[config.mk]
export PLATFORM = sky130hd
export DESIGN_NAME = rsa_mont_mul_pipe
export DESIGN_NICKNAME = d
export VERILOG_FILES = /design/src/rtl/rsa_mont_mul_pipe.sv
export SDC_FILE = /design/constraint.sdc
export NUM_CORES = 2
export LEC_CHECK = 0
export CORE_AREA = 2 2 598 600
export CTS_CLUSTER_SIZE = 20
export DETAILED_ROUTE_END_ITERATION = 10
export DIE_AREA = 0 0 600 602
export GPL_TIMING_DRIVEN = 0
export MAX_ROUTING_LAYER = met4
export PLACE_DENSITY = 0.49
export SYNTH_ARGS = -nofsm -noshare
export SYNTH_HDL_FRONTEND = slang
export SYNTH_SLANG_ARGS = --single-unit
[constraint.sdc]
create_clock -name clk -period 25.5 [get_ports clk]
set_input_delay 5.1 -clock clk [delete_from_list [all_inputs] [get_ports clk]]
set_output_delay 5.1 -clock clk [all_outputs]
set_load 0.1 [all_outputs]
[src/rtl/rsa_mont_mul_pipe.sv]
// Bit-serial Montgomery multiplier: o_result = a*b*2^(-WIDTH) mod N, one multiplier bit per cycle.
// Valid/ready on both sides; o_error flags an even modulus captured at acceptance.
module rsa_mont_mul_pipe #(
  parameter int WIDTH = 256,
  localparam int CNT_W = $clog2(WIDTH)
) (
  input  logic             clk,
  input  logic             rst,
  input  logic             i_valid,
  output logic             i_ready,
  input  logic [WIDTH-1:0] i_a,
  input  logic [WIDTH-1:0] i_b,
  input  logic [WIDTH-1:0] i_modulus,
  output logic             o_valid,
  input  logic             o_ready,
  output logic [WIDTH-1:0] o_result,
  output logic             o_error
);

  localparam logic [1:0] IDLE  = 2'd0;
  localparam logic [1:0] CALC  = 2'd1;
  localparam logic [1:0] FINAL = 2'd2;
  localparam logic [1:0] DONE  = 2'd3;

  logic [1:0]       state;
  logic [WIDTH-1:0] aReg;
  logic [WIDTH-1:0] bReg;
  logic [WIDTH-1:0] nReg;
  logic [WIDTH+1:0] acc;
  logic [WIDTH+1:0] stepped;
  logic [WIDTH+1:0] reduced;
  logic [CNT_W-1:0] counter;
  logic             errReg;

  // One radix-2 Montgomery iteration; two guard bits keep R + b + N from overflowing.
  function automatic logic [WIDTH+1:0] montStep(input logic [WIDTH+1:0] r,
                                                input logic             aBit,
                                                input logic [WIDTH-1:0] b,
                                                input logic [WIDTH-1:0] n);
    logic [WIDTH+1:0] t;
    t = r + (aBit ? {2'b00, b} : '0);
    if (t[0]) t = t + {2'b00, n};
    return t >> 1;
  endfunction

  function automatic logic [WIDTH+1:0] finalReduce(input logic [WIDTH+1:0] r,
                                                   input logic [WIDTH-1:0] n);
    logic [WIDTH+1:0] d;
    if (r >= {2'b00, n}) d = r - {2'b00, n};
    else                 d = r;
    return d;
  endfunction

  assign stepped = montStep(acc, aReg[counter], bReg, nReg);
  assign reduced = finalReduce(acc, nReg);

  // Handshake outputs come straight from registered state, so no input-to-output path exists.
  assign i_ready = (state == IDLE);
  assign o_valid = (state == DONE);

  always_ff @(posedge clk) begin
    if (state == IDLE && i_valid) begin
      aReg <= i_a;
      bReg <= i_b;
      nReg <= i_modulus;
    end
  end

  always_ff @(posedge clk) begin
    if (rst) begin
      state    <= IDLE;
      counter  <= '0;
      acc      <= '0;
      errReg   <= 1'b0;
      o_result <= '0;
      o_error  <= 1'b0;
    end else begin
      case (state)
        IDLE: begin
          if (i_valid) begin
            acc     <= '0;
            counter <= '0;
            errReg  <= ~i_modulus[0];
            state   <= CALC;
          end
        end
        CALC: begin
          acc     <= stepped;
          counter <= counter + 1'b1;
          if (counter == CNT_W'(WIDTH - 1)) state <= FINAL;
        end
        FINAL: begin
          acc      <= reduced;
          o_result <= reduced[WIDTH-1:0];
          o_error  <= errReg;
          state    <= DONE;
        end
        DONE: begin
          if (o_ready) state <= IDLE;
        end
        default: state <= IDLE;
      endcase
    end
  end

endmodule

==> out/qor.csv <==
stage;metric;value;unit
status;status;finished, violations left;
status;failing checks;capacitance limit, slew limit;
synthesis;Yosys reg bits;1294;
clock_tree;setup bufs post-CTS;0;
timing;Slew @ Worst Pin;1.76;ns
worst_hold_path;Hold Path Class;register to register;
timing;RSZ-0062 raised after global routing;false;
final_layout;most common cell after layout, fill and taps aside;a21oi_1;
placed_design;placed cell area;0.124;mm^2
placed_design;gp weighted congestion;1.08;
die;Die Y;602;um
clock_tree;clk root buf;clkbuf_16;
timing;Final period util;87.5;%
final_layout;most frequent cells in the layout;1,779 x a21oi_1, 1,449 x nand2_1, 1,174 x nor2_1;
die;total die area;0.361;mm^2
clock_tree;Hold Buf Count CTS;0;
clock_tree;CTS max path bufs;4;
die;Std-Cell Rows;219;
critical_path;crit path DAT;23.08;ns
die;Die W;600;um
die;Starting Density;29.9;%
synthesis;syn avg cell area;8.07;um^2
synthesis;Synth area leader;edfxtp_1;
clock_tree;Worst-Skew Late Latency;0.94;ns
job;total of max-cap violations;26;
die;Boundary Pins;1031;
timing;Fmax;0.0448;GHz
synthesis;Post-Synthesis Cells;13100;
critical_path;highest net fanout along the worst path;10;
critical_path;crit-path max cell delay;1.30;ns
critical_path;Critical Path RT;26.27;ns
synthesis;number of synthesized flops with an enable pin;768;
clock_tree;Post-CTS Resized;0;
detailed_routing;DRC viols;0;
timing;Fin. Hold Viols;0;
placed_design;placed instance count;19000;
timing;headroom to the max-slew limit;-18.7;%
detailed_routing;DR iter-0 viols;17400;
timing;Final setup viols;0;
clock_tree;clock-pin transition on the worst setup and hold timing paths;0.06;ns
synthesis;area fraction of the dominant cell type after synthesis;21.7;%
timing;Tmin final;22.30;ns
critical_path;Worst path slowest cell;a311oi_1;
power_and_ir_drop;Leak;0.0494;uW
synthesis;Syn Std Cell Area;0.106;mm^2
synthesis;Seq/Total Area, Yosys;31.7;%
final_layout;fraction of layout cells with a size suffix above 1;5.64;%
timing;Clock Skews;0.0757;ns
global_routing;total gr overflow;0;
synthesis;Top FF cell, synth;edfxtp_1;
timing;Setup TNS Final;0;ns
clock_tree;clock sink count;1294;
synthesis;library cells used by synthesis;106;
synthesis;async set-or-reset flop fraction in the synthesized netlist;0;%
final_layout;Final Cell Area;0.130;mm^2
timing;Final Slew Violations;182;
critical_path;Crit Path Class;register to register;
power_and_ir_drop;PD cells;117;mW/mm^2
synthesis;top cells by area, synth;edfxtp_1 22%, dfxtp_1 9.9%, ha_1 9.1%, a21oi_1 8.4%, nand2_1 5.1%;
global_routing;largest net degree at the start of global routing;69;
detailed_routing;Pre-antenna DRT Iters;8;
die;placeable core area;0.355;mm^2
detailed_routing;vias;120000;
placed_design;post-DP HPWL;684000;um
critical_path;CP Launch Type;register;
global_routing;vias in the first global route;111000;
final_layout;synth-to-layout area growth;22.9;%
global_routing;initial antenna violation count;185;
placed_design;IO buf count;1029;
final_layout;non-filler instance count after layout;19500;
clock_tree;H-tree levels;4;
detailed_routing;post-route ant nets;0;
detailed_routing;DR vias/cell;6.17;
final_layout;nets;16000;
detailed_routing;Post-Route WL;808000;um
global_routing;first-pass GRT wire length;1040000;um
clock_tree;CTS buffer count;172;
global_routing;global-route usage over all layers;44.2;%
critical_path;Worst Setup End Kind;register;
synthesis;Post-Syn Nets;14700;
detailed_routing;Avg WL per Cell;41.5;um
power_and_ir_drop;Peak VDD IR;0.0972;mV
synthesis;Ys Warns;0;
clock_tree;CTS tree;done;
## flip-flops by register name, indices dropped and copies added, names as in the netlist
register / count
acc: 258
aReg: 256
bReg: 256
nReg: 256
o_result: 256
counter: 8
state: 2
errReg: 1
o_error: 1
## cell type report
| class | instances | area (um^2) |
|---|---|---|
| diodes | 139 | 348 |
| plain buffers | 758 | 3080 |
| clock buffers | 227 | 4700 |
| clock inverters | 85 | 821 |
| fillers | 37900 | 224000 |
| inverters | 527 | 1980 |
| multi-input cells | 10600 | 67800 |
| flip-flops and latches | 1294 | 33600 |
| well taps | 4751 | 5940 |
| repair buffers | 1125 | 12100 |
## through the flow
step	utilization [%]	total power, uW	hold slack, ns	setup slack [ns]
after floorplan	-	8400	0.461	1.61
after global placement	34.5	12800	0.454	-8.60
after detailed placement	35.1	12300	0.455	3.78
after CTS	36.6	14900	0.466	3.69
after global routing	36.7	15600	0.478	3.26
final	36.7	15300	0.464	3.20
## per-layer routing
layer / vias to the layer above / global-route usage (%) / part of all wire [%]
met5: - / - / 0
met4: 0 / 22.1 / 5.9
met3: 1348 / 11.5 / 11
met2: 7450 / 60.6 / 40
met1: 60200 / 59.3 / 43
li1: 51100 / - / -
## power by group
part / internal (uW) / total [uW] / switching, uW
sequential: 2740 / 3230 / 489
combinational: 2490 / 9530 / 7030
clock: 1420 / 2520 / 1110
## Yosys cell counts, types with 71 or more instances
cell type,number
o21bai_1,253
nor2_1,1177
nor4_1,73
a22oi_1,71
mux4_2,85
a21o_1,465
a211oi_1,172
a31oi_1,86
edfxtp_1,768
nand2_1,1449
o21a_1,119
xnor2_1,445
nand4_1,460
nand3_1,145
mux2i_1,151
dfxtp_1,526
clkbuf_1,664
o31ai_1,75
nand2b_1,79
xor2_1,310
nor3_1,202
inv_1,525
o211ai_1,116
ha_1,773
and2_1,283
a21oi_1,1779
o21ai_0,987
## cells by family after synthesis
logic type               synth area share, %
adder cells (fa/ha/maj)                 9.18
AND/OR/NAND/NOR                         18.0
XOR/XNOR                                6.25
flip-flops                              31.7
AO/OA/AOI/OAI                           26.5
multiplexers                            3.72
buffers and inverters                   4.63
## path summary, 6_finish.rpt
check,slack [ns],depth (start not counted),end,startpoint
max,3.20,46,acc[256],counter[0]
min,0.46,2,o_result[101],o_result[101]
max reg2reg,3.20,46,acc[256],counter[0]
min reg2reg,0.46,2,o_result[101],o_result[101]
## critical path: cells and delay by family (launching register included)
kind,cells,cell delay (ns)
buffers and inverters,8,3.92
muxes,4,2.55
AOI/OAI and AO/OA,18,8.74
xor gates and xnor gates,3,0.58
and+or+nand+nor,11,5.22
adders and majority gates,2,0.61
DFF,1,0.34
Power figures use the tool's default switching activity.
